## src/rtl/mc_ctrl_pkg.sv

```systemverilog
// Shared types and constants for the multicycle ARM controller: state enum,
// ALU operation codes, instruction field encodings and the condition check.
package mc_ctrl_pkg;

   typedef enum logic [3:0] {
      FETCH  = 4'd0,
      DECODE = 4'd1,
      MEMADR = 4'd2,
      MEMRD  = 4'd3,
      MEMWB  = 4'd4,
      MEMWR  = 4'd5,
      EXECR  = 4'd6,
      EXECI  = 4'd7,
      ALUWB  = 4'd8,
      BRANCH = 4'd9
   } state_t;

   localparam logic [3:0] ALU_ADD = 4'b0000;
   localparam logic [3:0] ALU_SUB = 4'b0001;
   localparam logic [3:0] ALU_AND = 4'b0010;
   localparam logic [3:0] ALU_ORR = 4'b0011;
   localparam logic [3:0] ALU_EOR = 4'b0100;
   localparam logic [3:0] ALU_MOV = 4'b0101;
   localparam logic [3:0] ALU_LSL = 4'b0110;
   localparam logic [3:0] ALU_LSR = 4'b0111;
   localparam logic [3:0] ALU_ASR = 4'b1000;
   localparam logic [3:0] ALU_ROR = 4'b1001;

   localparam logic [3:0] CMD_AND = 4'b0000;
   localparam logic [3:0] CMD_EOR = 4'b0001;
   localparam logic [3:0] CMD_SUB = 4'b0010;
   localparam logic [3:0] CMD_ADD = 4'b0100;
   localparam logic [3:0] CMD_TST = 4'b1000;
   localparam logic [3:0] CMD_CMP = 4'b1010;
   localparam logic [3:0] CMD_ORR = 4'b1100;
   localparam logic [3:0] CMD_MOV = 4'b1101;

   localparam logic [1:0] OP_DP  = 2'b00;
   localparam logic [1:0] OP_MEM = 2'b01;
   localparam logic [1:0] OP_BR  = 2'b10;
   localparam logic [1:0] OP_NOP = 2'b11;

   localparam logic [3:0] COND_EQ = 4'b0000;
   localparam logic [3:0] COND_NE = 4'b0001;
   localparam logic [3:0] COND_CS = 4'b0010;
   localparam logic [3:0] COND_CC = 4'b0011;
   localparam logic [3:0] COND_MI = 4'b0100;
   localparam logic [3:0] COND_PL = 4'b0101;
   localparam logic [3:0] COND_VS = 4'b0110;
   localparam logic [3:0] COND_VC = 4'b0111;
   localparam logic [3:0] COND_HI = 4'b1000;
   localparam logic [3:0] COND_LS = 4'b1001;
   localparam logic [3:0] COND_GE = 4'b1010;
   localparam logic [3:0] COND_LT = 4'b1011;
   localparam logic [3:0] COND_GT = 4'b1100;
   localparam logic [3:0] COND_LE = 4'b1101;
   localparam logic [3:0] COND_AL = 4'b1110;
   localparam logic [3:0] COND_NV = 4'b1111;

   function automatic logic cond_check(input logic [3:0] cond, input logic [3:0] nzcv);
      logic n, z, c, v, res;
      {n, z, c, v} = nzcv;
      res = 1'b0;
      case (cond)
         COND_EQ: res = z;
         COND_NE: res = ~z;
         COND_CS: res = c;
         COND_CC: res = ~c;
         COND_MI: res = n;
         COND_PL: res = ~n;
         COND_VS: res = v;
         COND_VC: res = ~v;
         COND_HI: res = c & ~z;
         COND_LS: res = ~c | z;
         COND_GE: res = (n == v);
         COND_LT: res = (n != v);
         COND_GT: res = ~z & (n == v);
         COND_LE: res = z | (n != v);
         COND_AL: res = 1'b1;
         default: res = 1'b0;
      endcase
      return res;
   endfunction

endpackage

```

## src/rtl/mc_alu_decode.sv

```systemverilog
// Data-processing decode: {aluop, funct, sh} -> ALU operation and raw flag-write
// mask (flagw[1] = NZ, flagw[0] = CV), before condition gating.
module mc_alu_decode
   import mc_ctrl_pkg::*;
(
   input  logic       aluop,
   input  logic [5:0] funct,
   input  logic [1:0] sh,
   output logic [3:0] alucontrol,
   output logic [1:0] flagw
);

   logic wr_nz, wr_cv;

   always_comb begin
      alucontrol = ALU_ADD;
      wr_nz      = 1'b0;
      wr_cv      = 1'b0;
      if (aluop) begin
         case (funct[4:1])
            CMD_ADD: begin alucontrol = ALU_ADD; wr_nz = 1'b1; wr_cv = 1'b1; end
            CMD_SUB,
            CMD_CMP: begin alucontrol = ALU_SUB; wr_nz = 1'b1; wr_cv = 1'b1; end
            CMD_AND,
            CMD_TST: begin alucontrol = ALU_AND; wr_nz = 1'b1; end
            CMD_ORR: begin alucontrol = ALU_ORR; wr_nz = 1'b1; end
            CMD_EOR: begin alucontrol = ALU_EOR; wr_nz = 1'b1; end
            CMD_MOV: begin
               wr_nz = 1'b1;
               // An immediate operand has no shift field; it moves straight through.
               if (funct[5]) alucontrol = ALU_MOV;
               else begin
                  case (sh)
                     2'b00:   alucontrol = ALU_LSL;
                     2'b01:   alucontrol = ALU_LSR;
                     2'b10:   alucontrol = ALU_ASR;
                     default: alucontrol = ALU_ROR;
                  endcase
               end
            end
            default: alucontrol = ALU_ADD;
         endcase
      end
   end

   assign flagw = funct[0] ? {wr_nz, wr_cv} : 2'b00;

endmodule

```

## src/rtl/mc_control_fsm.sv

```systemverilog
// Multicycle ARMv4 controller: FSM, NZCV register, condition latch and datapath
// controls. Define MC_MEM_WAIT_EN to add the MemReady stall input.
module mc_control_fsm
   import mc_ctrl_pkg::*;
(
   input  logic       clk,
   input  logic       reset,
   input  logic [3:0] Cond,
   input  logic [1:0] Op,
   input  logic [5:0] Funct,
   input  logic [3:0] Rd,
   input  logic [1:0] sh,
   input  logic [3:0] ALUFlags,
`ifdef MC_MEM_WAIT_EN
   input  logic       MemReady,
`endif
   output logic       PCWrite,
   output logic       AdrSrc,
   output logic       MemWrite,
   output logic       IRWrite,
   output logic       RegWrite,
   output logic       ALUSrcA,
   output logic [1:0] ResultSrc,
   output logic [1:0] ALUSrcB,
   output logic [1:0] ImmSrc,
   output logic [1:0] RegSrc,
   output logic [3:0] ALUControl,
   output logic [3:0] state_dbg
);

   state_t     state, next;
   logic [3:0] flags;
   logic       condex;
   logic       regw, memw, pcs, irw, fetch, aluop;
   logic [1:0] flagw;
   logic       mem_ok;

   // Memory handshake: a FETCH/MEMRD/MEMWR access completes in the cycle
   // MemReady is high; until then the state holds and its writes stay low.
`ifdef MC_MEM_WAIT_EN
   assign mem_ok = MemReady;
`else
   assign mem_ok = 1'b1;
`endif

   mc_alu_decode u_alu_decode (
      .aluop      (aluop),
      .funct      (Funct),
      .sh         (sh),
      .alucontrol (ALUControl),
      .flagw      (flagw)
   );

   always_ff @(posedge clk or posedge reset) begin
      if (reset) begin
         state  <= FETCH;
         flags  <= 4'b0000;
         condex <= 1'b0;
      end else begin
         state <= next;
         if (state == DECODE) condex <= cond_check(Cond, flags);
         if (flagw[1] && condex) flags[3:2] <= ALUFlags[3:2];
         if (flagw[0] && condex) flags[1:0] <= ALUFlags[1:0];
      end
   end

   always_comb begin
      next      = state;
      regw      = 1'b0;
      memw      = 1'b0;
      pcs       = 1'b0;
      irw       = 1'b0;
      fetch     = 1'b0;
      aluop     = 1'b0;
      AdrSrc    = 1'b0;
      ALUSrcA   = 1'b0;
      ALUSrcB   = 2'b00;
      ResultSrc = 2'b00;
      case (state)
         FETCH: begin
            irw = 1'b1; fetch = 1'b1; ALUSrcA = 1'b1; ALUSrcB = 2'b10; ResultSrc = 2'b10;
            if (mem_ok) next = DECODE;
         end
         DECODE: begin
            ALUSrcA = 1'b1; ALUSrcB = 2'b10; ResultSrc = 2'b10;
            case (Op)
               OP_MEM:  next = MEMADR;
               OP_DP:   next = Funct[5] ? EXECI : EXECR;
               OP_BR:   next = BRANCH;
               default: next = FETCH;
            endcase
         end
         MEMADR: begin
            ALUSrcB = 2'b01;
            next    = Funct[0] ? MEMRD : MEMWR;
         end
         MEMRD: begin
            AdrSrc = 1'b1;
            if (mem_ok) next = MEMWB;
         end
         MEMWB: begin
            ResultSrc = 2'b01; regw = 1'b1; next = FETCH;
         end
         MEMWR: begin
            AdrSrc = 1'b1; memw = 1'b1;
            if (mem_ok) next = FETCH;
         end
         EXECR, EXECI: begin
            aluop   = 1'b1;
            ALUSrcB = (state == EXECI) ? 2'b01 : 2'b00;
            next    = (Funct[4:1] == CMD_TST || Funct[4:1] == CMD_CMP) ? FETCH : ALUWB;
         end
         ALUWB: begin
            regw = 1'b1; next = FETCH;
         end
         BRANCH: begin
            ALUSrcB = 2'b01; ResultSrc = 2'b10; pcs = 1'b1; next = FETCH;
         end
         default: next = FETCH;
      endcase
      if (regw && Rd == 4'd15) pcs = 1'b1;
   end

   // Reset gating keeps the FETCH-state enables low while reset is held.
   assign RegWrite  = regw & condex;
   assign MemWrite  = memw & condex & mem_ok;
   assign PCWrite   = ~reset & ((fetch & mem_ok) | (pcs & condex));
   assign IRWrite   = ~reset & irw & mem_ok;
   assign ImmSrc    = Op;
   assign RegSrc    = {(Op == OP_MEM) & ~Funct[0], (Op == OP_BR)};
   assign state_dbg = state;

endmodule

```

## config.mk

```make
export PLATFORM = sky130hd
export DESIGN_NAME = mc_control_fsm
export DESIGN_NICKNAME = d
export VERILOG_FILES = /design/src/rtl/mc_ctrl_pkg.sv /design/src/rtl/mc_alu_decode.sv /design/src/rtl/mc_control_fsm.sv
export SDC_FILE = /design/constraint.sdc
export NUM_CORES = 1
export LEC_CHECK = 0
export CORE_MARGIN = 3
export CORE_UTILIZATION = 39
export DETAILED_ROUTE_END_ITERATION = 6
export GPL_TIMING_DRIVEN = 1
export PLACE_DENSITY = 0.85
export REMOVE_ABC_BUFFERS = 1
export SETUP_SLACK_MARGIN = 0.2
export SKIP_CTS_REPAIR_TIMING = 1
export SLEW_MARGIN = 20
export SYNTH_ARGS = -nofsm -noshare
export SYNTH_HDL_FRONTEND = slang
export SYNTH_SLANG_ARGS = --single-unit
```

## constraint.sdc

```tcl
create_clock -name clk -period 1.76 [get_ports clk]
set_input_delay 0.176 -clock clk [delete_from_list [all_inputs] [get_ports clk]]
set_output_delay 0.176 -clock clk [all_outputs]
set_load 0.005 [all_outputs]
```

# Word-level counts from Yosys, hierarchy flattened
# Cells that the tools add are included.
# op_classes
addsub	0
eq_ne	37
n_lt_le_gt_ge	0
n_mux	26
n_bitwise	17
shift	0
n_div	0
reduce_logical	19
multipliers	0
# ops
cell	count
== test 4 bit (second input constant)	14
one-hot mux 4 bit (5 select lines)	2
== test 4 x 3 -> 1 bit (second input constant)	9
one-hot mux 4 bit (3 select lines)	2
== test 4 x 2 -> 1 bit (second input constant)	5
one-hot mux 1 bit (15 select lines)	1
two-way mux 1 bit	14
OR reduction 2 bit	7
== test 4 x 1 -> 1 bit (second input constant)	3
logical NOT 4 bit	3
two-way mux 4 bit	3
bitwise AND 1 bit	8
OR reduction 8 bit	1
inverter 1 bit	6
one-hot mux 2 bit (3 select lines)	1
OR reduction 3 bit	2
== test 2 x 1 -> 1 bit (second input constant)	2
== test 2 bit (second input constant)	2
logical NOT 2 bit	2
one-hot mux 2 bit (2 select lines)	1
logical AND 1 bit	3
two-way mux 3 bit	1
OR 1 bit	3
two-way mux 2 bit	1
other kinds (3)	3
# word_totals
latch_bits	0
output_inout_bits	22
mem_bits_rw	0
reg_bits	9
mem_count	0
mem_bits_ro	0

# Depth between registers and ports, before layout
# Gate-level depths: netlist of the first run.
# logic_depth
word_depth	8
mapped_depth	6
depth_no_buf	5

# Hierarchy
# From an unflattened synthesis of the first run, not the netlist that was laid out.
# unflattened
hier_cells	122
area_unflattened_um2	973.4
# modules_own_cells
mod	instances	seq_area_each_um2	cells_each	area_per_inst_um2
mc_control_fsm	1	225.2	96	814.5
mc_alu_decode	1	0.0	26	158.9

# Worst setup path after synthesis of the first run
# No wires, ideal clock.
# synth_timing
kind	reg-to-reg
start	register state[2] (netlist: state_dbg[2])
end	register flags[0]
setup_time_ns	0.128
t_arrival_ns	1.352
setup_slack_ns	0.281
period_less_slack_ns	1.479
path_stages_with_launch	6
n_path_buf	1
path_cell_list	dfrtp_1 buf_6 nor2b_4 nand2_2 nor4_2 mux2_1
# synth_between
elab_chain_len	6
# synth_lines
element	line	text
start: declaration	mc_control_fsm.sv:31	state_t state, next;
start signal: assignment	mc_control_fsm.sv:60	state <= next;
== test 4 x 3 -> 1 bit	mc_control_fsm.sv:79	case (state)
OR reduction 2 bit (*)	mc_control_fsm.sv:79	
two-way mux 1 bit (*)	mc_control_fsm.sv:79	
two-way mux 1 bit (*)	mc_alu_decode.sv:19	if (aluop) begin
two-way mux 2 bit (*)	mc_alu_decode.sv:46	assign flagw = funct[0] ? {wr_nz, wr_cv} : 2'b00;
logical AND 1 bit (*)	mc_control_fsm.sv:63	if (flagw[0] && condex) flags[1:0] <= ALUFlags[1:0];
end signal: assignment	mc_control_fsm.sv:63	
end: declaration	mc_control_fsm.sv:32	logic [3:0] flags;
# Every way passes the cells marked *; elsewhere a longest branch is shown, timed or not.
# A chain may end at the register's enable or synchronous reset.

# Final worst setup path of the first run
# layout_timing
start	register state[3] (netlist: state_dbg[3])
end	output port ALUControl[1]
# layout_between
elab_chain_len	4
# layout_lines
element	line	text
== test 4 x 3 -> 1 bit	mc_control_fsm.sv:79	
OR reduction 2 bit (*)	mc_control_fsm.sv:79	
two-way mux 1 bit (*)	mc_control_fsm.sv:79	
two-way mux 4 bit (*)	mc_alu_decode.sv:19	
end: declaration	mc_control_fsm.sv:27	output logic [3:0] ALUControl,
# Marks and branches as above.

==> results.yml, run 1 <==
power_and_ir_drop:
  p_leak_nw: 0.8385
  vdd_ir_drop_max_v: 0.0008237
  pwr_density_cell_nw_per_um2: 1109
  total_power_w: 0.001809
setup_path:
  timing.critical_path.cells: "buf_6 > nor2b_4 > nand2_4 > a2111oi_1 > dlymetal6s2s_1"
  timing.critical_path.to_type: "output port"
  crit_type: "flop to output port"
  crit_path_max_fanout: 4
  max_stage_delay_ns: 0.43
  r2r_slack_ns: 0.07
  critPathArrivalTime_ns: 1.56
  reg_to_reg_startpoint: "state_dbg[3]"
  cp_data_required_time_ns: 1.58
  setup.worst_path.start_class: "flop"
  r2r_depth: 6
  r2r_end: "flags[1]"
  crit_path_top_delay_cell: "sky130_fd_sc_hd__dfrtp_2"
layout:
  n_antenna_cell: 0
  final_util_pct: 79.13
  n_fill_cell: 135
  drive_above_1_share_pct: 33.89
  mostFrequentLayoutCells: "25 x sky130_fd_sc_hd__clkdlybuf4s50_1, 21 x sky130_fd_sc_hd__buf_4, 14 x sky130_fd_sc_hd__nor2_1, 11 x sky130_fd_sc_hd__dlymetal6s2s_1, 8 x sky130_fd_sc_hd__nand2_1"
  finish.net_count: 205
  mostFrequentLayoutCell: "sky130_fd_sc_hd__clkdlybuf4s50_1"
  area_delta_synth_final_pct: 83.92
  number_of_cells_in_the_finished_layout_apart_from_fillers: 207
timing:
  report.final.hold_viol_count: 0
  timing.final.crit_share_pct: 98.44
  maxClockFrequency_mhz: 577.2
  final_count_of_negative_setup_slack_endpoints: 0
  number_of_pins_with_negative_max_slew_slack_in_the_final_report: 0
  max-slew-margin-rel_pct: 73.81
  timing.final.ws_setup_ns: 0.02740
  rsz0062_at_grt: "yes"
  max_slew.worst_pin.slew_ns: 0.3923
  clock_skew_ns: 0.01056
  period_needed_ns: 1.733
synthesis:
  yosys_warnings: 0
  mappedNetlistArea_um2: 887.1
  post_synth_num_cell_types: 42
  synth-seq-area-share_pct: 25.39
  register_bit_count_reported_by_yosys: 9
  synthesis.instances: 114
  synth-edff-count: 0
  async_flop_share_pct: 100.0
  synth.avg_cell_area_um2: 7.782
  synthFlopType: "sky130_fd_sc_hd__dfrtp_1"
route:
  drt_first_iter_violations: 11
  route.detailed.wl_per_inst_um: 14.90
  drc: 0
  totalWireLength_um: 3085
  drt_first_pass_iters: 4
  num_vias: 1095
  drtAntennaViolNets: 0
  routed_via_density: 5.290
cts:
  max-clock-path-buffers: 2
  tritoncts: "done"
  cts.reportedPaths.clkPinSlew_ns: 0.07
  cts-htree-levels: 1
  cts_root_buffer: "sky130_fd_sc_hd__clkbuf_4"
  worst_skew_pair.late_latency_ns: 0.27
  cts_made_buffers: 3
  cts_sink_cnt: 9
floorplanning:
  std_cell_rows: 16
  initial_utilization_pct: 43.02
  dieArea_um2: 2883
  core_area_um2: 2062
  die_w_um: 53.69
  ios: 46
  fp.dieH_um: 53.69
worst_hold_path:
  hold_class: "primary input to flop"
  min_from: "Funct[0]"
  timing.hold.worst_endpoint: "state_dbg[1]"
  holdPathStages: 3
placed_design:
  post-place-ws_ns: -0.1446
  detailedPlacementHpwl_um: 2279
  post-place-cells: 196
  gp_congestion: 0.8188
  portBuffers: 45
run:
  drv_cap: 0
outcome:
  outcome: "complete, no violations"
global_routing:
  grt_max_degree: 10
  global_route_wire_length_before_repair_um: 4353
  grt_pass1_vias: 963
  grt_antenna_before_repair: 0
  globalRouteTotalUtil_pct: 20.98
  grt.overflow.total: 0
## power by group
group	total [W]	leakage, nW	internal [W]	switching, W
clock network	0.000172	0.0150	0.0000878	0.0000841
registers	0.000377	0.115	0.000281	0.0000956
logic	0.00126	0.709	0.000692	0.000568
## metrics by stage
| step | TNS [ns] | hold WS [ns] | cell area, µm² |
|---|---|---|---|
| finish | 0 | 0.2983 | 1632 |
| global route | -0.06237 | 0.3218 | 1632 |
| CTS | -2.583 | 0.2690 | 1481 |
| global placement | -0.5398 | 0.5054 | 1455 |
| detailed placement | -0.7019 | 0.5342 | 1455 |
| floorplan | 0 | 0.003918 | 828.3 |
## registers in the layout (all words and copies together) (netlist names)
signal	count
condex	1
flags	4
state_dbg	4
## critical path, delay by kind of cell (launching register included)
family / cells / cell delay [ns]
compound gates: 1 / 0.34
buf+inv: 2 / 0.30
flops: 1 / 0.43
simple gates: 2 / 0.20
## how the worst max path moves through the flow
stage / from / slack [ns] / end
global route: state_dbg[3] / -0.05 / ALUControl[1]
detailed placement: Funct[3] / -0.14 / ALUControl[1]
floorplan: state_dbg[2] / 0.23 / flags[0]
global placement: Funct[3] / -0.12 / ALUControl[1]
finish: state_dbg[3] / 0.03 / ALUControl[1]
CTS: state_dbg[3] / -0.33 / ALUControl[1]
## logic make-up after synthesis
| kind of cell | Yosys count | synth area share [%] |
|---|---|---|
| multiplexers | 6 | 7.475 |
| buffers and inverters | 16 | 9.592 |
| AND/OR/NAND/NOR | 52 | 33.28 |
| AO/OA/AOI/OAI | 27 | 20.31 |
| XOR/XNOR | 4 | 3.950 |
| flip-flops | 9 | 25.39 |
## area by class of cell
| type | count | area, µm² | share of cell area (%) |
|---|---|---|---|
| multi-input combinational | 89 | 670.6 | 41.10 |
| tap | 27 | 33.78 | 2.071 |
| timing repair buffer | 71 | 646.9 | 39.65 |
| inverter | 7 | 26.28 | 1.610 |
| clock buffer | 4 | 26.28 | 1.610 |
| sequential | 9 | 227.7 | 13.96 |
## synth_stat cells (3+ instances only)
cell type | count | area (µm²)
sky130_fd_sc_hd__mux2_1 | 5 | 56.30
sky130_fd_sc_hd__a21oi_1 | 9 | 45.04
sky130_fd_sc_hd__inv_1 | 7 | 26.28
sky130_fd_sc_hd__o21ai_0 | 3 | 15.01
sky130_fd_sc_hd__nand2_1 | 9 | 33.78
sky130_fd_sc_hd__nor3_1 | 4 | 20.02
sky130_fd_sc_hd__nand3_1 | 3 | 15.01
sky130_fd_sc_hd__nand2b_1 | 4 | 25.02
sky130_fd_sc_hd__nor2_1 | 14 | 52.55
sky130_fd_sc_hd__dfrtp_1 | 9 | 225.2
sky130_fd_sc_hd__buf_4 | 4 | 30.03
## routing by layer
metal / up-vias / routed length (µm) / share of wire (%) / GRT usage, %
li1: 538 / - / - / -
met1: 525 / 1288 / 42 / 24.71
met2: 25 / 1621 / 53 / 36.69
met3: 7 / 116 / 3.8 / 3.878
met4: 0 / 59 / 1.9 / 8.936
met5: - / 0 / 0 / 0
Note: power is estimated with default switching activity, not from simulation.
==> run 2, diff against run 1 <==
--- a/config.mk
+++ b/config.mk
@@ -5,6 +5,7 @@
 export SDC_FILE = /design/constraint.sdc
 export NUM_CORES = 1
 export LEC_CHECK = 0
+export CORE_ASPECT_RATIO = 1.2
 export CORE_MARGIN = 3
 export CORE_UTILIZATION = 39
 export DETAILED_ROUTE_END_ITERATION = 6
==> run 2 against run 1 <==
Effect of this change: combinational power increased by 5%; sequential share of layout area is 0.45 points lower; first-iteration DRC count increased by 82%; worst hold slack improved by 0.017 ns; critical endpoint is now PCWrite; largest cell class unchanged.
==> results.yml, run 2 (synthesized netlist as in run 1, its figures left out) <==
route:
  totalWireLength_um: 3126
  drt_first_pass_iters: 4
  route.detailed.wl_per_inst_um: 14.82
  drtAntennaViolNets: 0
  drt_first_iter_violations: 20
  routed_via_density: 5.227
  num_vias: 1103
  drc: 0
layout:
  n_antenna_cell: 0
  number_of_cells_in_the_finished_layout_apart_from_fillers: 211
  area_delta_synth_final_pct: 91.11
  mostFrequentLayoutCell: "sky130_fd_sc_hd__clkdlybuf4s50_1"
  n_fill_cell: 141
  mostFrequentLayoutCells: "27 x sky130_fd_sc_hd__clkdlybuf4s50_1, 23 x sky130_fd_sc_hd__buf_4, 12 x sky130_fd_sc_hd__nor2_1, 12 x sky130_fd_sc_hd__dlymetal6s2s_1, 7 x sky130_fd_sc_hd__inv_1"
  finish.net_count: 206
  drive_above_1_share_pct: 35.91
power_and_ir_drop:
  clock_power_share_pct: 8.4
  power.switching_w: 0.0007735
  netSwitchingFraction_pct: 41.27
  p_leak_nw: 0.8631
  pwr_density_cell_nw_per_um2: 1105
  cell_internal_pwr_w: 0.001101
  vdd_ir_drop_max_v: 0.0006132
  power_frac_comb_pct: 70.6
  seq_power_share_pct: 21.0
  total_power_w: 0.001874
placed_design:
  gp_congestion: 0.8011
  post-place-cells: 196
  detailedPlacementHpwl_um: 2064
  portBuffers: 45
global_routing:
  global_route_wire_length_before_repair_um: 4002
  grt_pass1_vias: 961
  grt_max_degree: 10
  globalRouteTotalUtil_pct: 17.49
  grt_antenna_before_repair: 0
  grt.overflow.total: 0
floorplanning:
  die_w_um: 49.54
  core_area_um2: 2117
  dieArea_um2: 2885
  ios: 46
  initial_utilization_pct: 41.90
  fp.dieH_um: 58.25
  std_cell_rows: 18
setup_path:
  critPathArrivalTime_ns: 1.51
  cp_data_required_time_ns: 1.58
  crit_type: "flop to output port"
  crit_path_max_fanout: 6
  setup.worst_path.start_class: "flop"
  timing.critical_path.to_type: "output port"
cts:
  max-clock-path-buffers: 2
  cts-htree-levels: 1
  cts_sink_cnt: 9
  cts.reportedPaths.clkPinSlew_ns: 0.06
  cts_root_buffer: "sky130_fd_sc_hd__clkbuf_4"
  worst_skew_pair.late_latency_ns: 0.25
  tritoncts: "done"
  cts_made_buffers: 3
timing:
  clock_skew_ns: 0.001770
  number_of_pins_with_negative_max_slew_slack_in_the_final_report: 0
  rsz0062_at_grt: "yes"
  timing.final.crit_share_pct: 96.05
  maxClockFrequency_mhz: 591.5
  finalHoldWorstSlack_ns: 0.3149
  max_slew.worst_pin.slew_ns: 0.3526
  max-slew-margin-rel_pct: 76.47
  period_needed_ns: 1.690
  report.final.hold_viol_count: 0
  final_count_of_negative_setup_slack_endpoints: 0
worst_hold_path:
  hold_class: "primary input to async pin"
run:
  drv_cap: 0
outcome:
  outcome: "complete, no violations"
[run 2: changes by cell type in the layout (fill, tap and decap cells not counted), sizes merged]
cell / previous run / this run
buf: 32 / 30
clkdlybuf4s50: 25 / 27
dlymetal6s2s: 11 / 12
[run 2: per-stage QoR]
stage	setup WS (ns)	setup TNS (ns)	utilization [%]	cell area, µm²
floorplan	0.2324	0	-	828.3
finish	0.06952	0	80.08	1695
global placement	-0.1263	-0.4059	67.85	1436
CTS	-0.3071	-2.272	69.09	1463
detailed placement	-0.1768	-0.6427	67.85	1436
global route	-0.02021	-0.02021	80.08	1695
[run 2: final timing paths]
kind	startpoint	end	slack [ns]	cells after the start
worst min register to register	state_dbg[3]	state_dbg[3]	0.51	1
max in group asynchronous	reset	state_dbg[1]	1.17	2
worst min-delay path	reset	flags[3]	0.31	2
min in group clk	Funct[0]	state_dbg[1]	0.36	3
worst max-delay path	state_dbg[1]	PCWrite	0.07	5
worst max register to register	state_dbg[2]	flags[0]	0.13	5
[run 2: power groups by stage]
stage                     sequential [W]  clock, W  combinational (W)
after floorplan                 0.000401         0           0.000406
after global placement          0.000392         0           0.000976
after detailed placement        0.000394         0            0.00100
after CTS                       0.000390  0.000158            0.00101
after global routing            0.000410  0.000170            0.00142
final                           0.000393  0.000158            0.00132
[run 2: layout make-up]
cell class | count | area, µm² | share of cell area, %
Multi-Input combinational cell | 89 | 708.2 | 41.77
Timing Repair Buffer | 72 | 668.1 | 39.41
Sequential cell | 9 | 229.0 | 13.51
Tap cell | 30 | 37.54 | 2.214
Clock buffer | 4 | 26.28 | 1.550
Inverter | 7 | 26.28 | 1.550
[run 2: layer usage]
layer / share of wire, % / global-route usage (%) / routed length, µm / vias to the layer above
met1: 40 / 18.66 / 1240 / 530
met4: 0.70 / 5.929 / 22 / 0
met5: 0 / 0 / 0 / -
met2: 57 / 34.59 / 1768 / 32
met3: 3.0 / 2.314 / 94 / 2
li1: - / - / - / 539
[run 2: worst max-delay path, cell delays in order, from the launching register on]
cell	delay, ns
sky130_fd_sc_hd__dfrtp_2	0.45
sky130_fd_sc_hd__buf_4	0.16
sky130_fd_sc_hd__buf_4	0.13
sky130_fd_sc_hd__nor4b_2	0.23
sky130_fd_sc_hd__a21o_1	0.15
sky130_fd_sc_hd__dlymetal6s2s_1	0.14
==> run 3, diff against run 2 <==
--- a/config.mk
+++ b/config.mk
@@ -7,10 +7,10 @@
 export LEC_CHECK = 0
 export CORE_ASPECT_RATIO = 1.2
 export CORE_MARGIN = 3
-export CORE_UTILIZATION = 39
+export CORE_UTILIZATION = 30
 export DETAILED_ROUTE_END_ITERATION = 6
 export GPL_TIMING_DRIVEN = 1
-export PLACE_DENSITY = 0.85
+export PLACE_DENSITY = 0.63
 export REMOVE_ABC_BUFFERS = 1
 export SETUP_SLACK_MARGIN = 0.2
 export SKIP_CTS_REPAIR_TIMING = 1
==> run 3 against run 2 <==
Effect of this change: register-to-register slack got worse by 0.04 ns; highest routed layer unchanged; sequential share of layout area shrank 0.27 points; clock power about the same; critical endpoint unchanged.
==> results.yml, run 3 (synthesized netlist as in run 1, its figures left out) <==
outcome:
  outcome: "complete, no violations"
setup_path:
  reg_to_reg_startpoint: "state_dbg[2]"
  r2r_slack_ns: 0.09
  timing.critical_path.cells: "buf_6 > or2_4 > nor4_4 > a21o_1 > clkbuf_2"
  cp.buffers_inverters: 2
  r2r_end: "flags[1]"
  r2r_depth: 6
  max_stage_delay_ns: 0.42
  crit_type: "flop to output port"
  timing.critical_path.to_type: "output port"
  setup.worst_path.start_class: "flop"
  cp_data_required_time_ns: 1.58
  crit_path_max_fanout: 2
  crit_path_top_delay_cell: "sky130_fd_sc_hd__dfrtp_2"
  critPathArrivalTime_ns: 1.54
  critical-path-top-delay-family: "simple AND/OR/NAND/NOR gates"
cts:
  cts-htree-levels: 1
  cts_root_buffer: "sky130_fd_sc_hd__clkbuf_4"
  worst_skew_pair.late_latency_ns: 0.26
  cts_made_buffers: 3
  cts.reportedPaths.clkPinSlew_ns: 0.06
  cts_sink_cnt: 9
  max-clock-path-buffers: 2
  tritoncts: "done"
power_and_ir_drop:
  p_leak_nw: 0.8629
  vdd_ir_drop_max_v: 0.0005683
  pwr_density_cell_nw_per_um2: 1113
floorplanning:
  std_cell_rows: 21
  die_w_um: 55.64
  dieArea_um2: 3648
  fp.dieH_um: 65.57
  ios: 46
  core_area_um2: 2811
  initial_utilization_pct: 31.55
layout:
  mostFrequentLayoutCell: "sky130_fd_sc_hd__clkdlybuf4s50_1"
  area_delta_synth_final_pct: 93.94
  n_fill_cell: 254
  number_of_cells_in_the_finished_layout_apart_from_fillers: 219
  mostFrequentLayoutCells: "24 x sky130_fd_sc_hd__clkdlybuf4s50_1, 19 x sky130_fd_sc_hd__buf_4, 12 x sky130_fd_sc_hd__nor2_1, 11 x sky130_fd_sc_hd__buf_6, 10 x sky130_fd_sc_hd__buf_2"
  finish.net_count: 210
  drive_above_1_share_pct: 41.62
  n_antenna_cell: 0
  multi_input_area_um2: 710.7
  area_used_by_sequential_logic_in_the_layout_um2: 227.7
route:
  totalWireLength_um: 3062
  drt_first_pass_iters: 4
  num_vias: 1120
  drtAntennaViolNets: 0
  drc: 0
  drt_first_iter_violations: 23
  routed_via_density: 5.114
  route.detailed.wl_per_inst_um: 13.98
timing:
  report.final.hold_viol_count: 0
  max-slew-margin-rel_pct: 75.41
  number_of_pins_with_negative_max_slew_slack_in_the_final_report: 0
  rsz0062_at_grt: "yes"
  maxClockFrequency_mhz: 582.2
  final_count_of_negative_setup_slack_endpoints: 0
  period_needed_ns: 1.718
  max_slew.worst_pin.slew_ns: 0.3655
  finalHoldWorstSlack_ns: 0.3179
  timing.final.crit_share_pct: 97.59
  clock_skew_ns: 0.002310
worst_hold_path:
  hold_class: "primary input to flop"
  timing.hold.worst_endpoint: "state_dbg[2]"
  holdPathStages: 3
  min_from: "Funct[0]"
placed_design:
  portBuffers: 45
  post-place-cells: 203
  detailedPlacementHpwl_um: 2242
  gp_congestion: 0.7746
global_routing:
  grt_pass1_vias: 1049
  grt_max_degree: 10
  grt.overflow.total: 0
  globalRouteTotalUtil_pct: 14.69
  grt_antenna_before_repair: 0
  global_route_wire_length_before_repair_um: 4360
run:
  drv_cap: 0
run 3: cell type report:
cell class | instances | area share [%]
multi-input combinational | 89 | 41.31
tap | 34 | 2.473
clock buffer | 4 | 1.527
sequential | 9 | 13.24
inverter | 7 | 1.673
timing repair buffer | 76 | 39.78
run 3: layer usage:
metal  global-route usage [%]  up-vias  share of wire [%]
met5                        0        -                  0
met4                    3.040        0                1.0
met3                    4.126        4                3.9
met2                    30.18       36                 59
met1                    14.29      533                 36
li1                         -      547                  -
run 3: worst max-delay path by stage:
stage	start	endpoint	cells after the start
2_1_floorplan	state_dbg[2]	flags[0]	4
3_3_place_gp	Funct[3]	ALUControl[1]	4
3_5_place_dp	Funct[3]	ALUControl[1]	4
4_1_cts	state_dbg[3]	ALUControl[1]	4
5_1_grt	state_dbg[3]	PCWrite	5
6_report	state_dbg[3]	PCWrite	5
run 3: report_power, final:
part | switching [W] | internal (W)
Combinational | 0.000624 | 0.000760
Sequential | 0.0000932 | 0.000281
Clock | 0.0000684 | 0.0000871
run 3: worst reg2reg max path: stages, from the launching register on:
cell and delay [ns]:
sky130_fd_sc_hd__dfrtp_1 0.40, sky130_fd_sc_hd__buf_6 0.12, sky130_fd_sc_hd__nor2b_4 0.16, sky130_fd_sc_hd__nand2_4 0.09, sky130_fd_sc_hd__buf_6 0.14, sky130_fd_sc_hd__nor4_4 0.33, sky130_fd_sc_hd__mux2_4 0.33
run 3: per-stage QoR:
step	cell area, µm²	utilization (%)	TNS, ns	setup WS [ns]	total power (W)
2_1_floorplan	828.3	-	0	0.2324	0.0008072
3_3_place_gp	1464	52.07	-0.3959	-0.1202	0.001423
3_5_place_dp	1464	52.07	-0.7361	-0.3573	0.001439
4_1_cts	1490	53.00	-2.571	-0.5309	0.001599
5_1_grt	1720	61.19	-0.02129	-0.02129	0.002061
6_report	1720	61.19	0	0.04235	0.001914
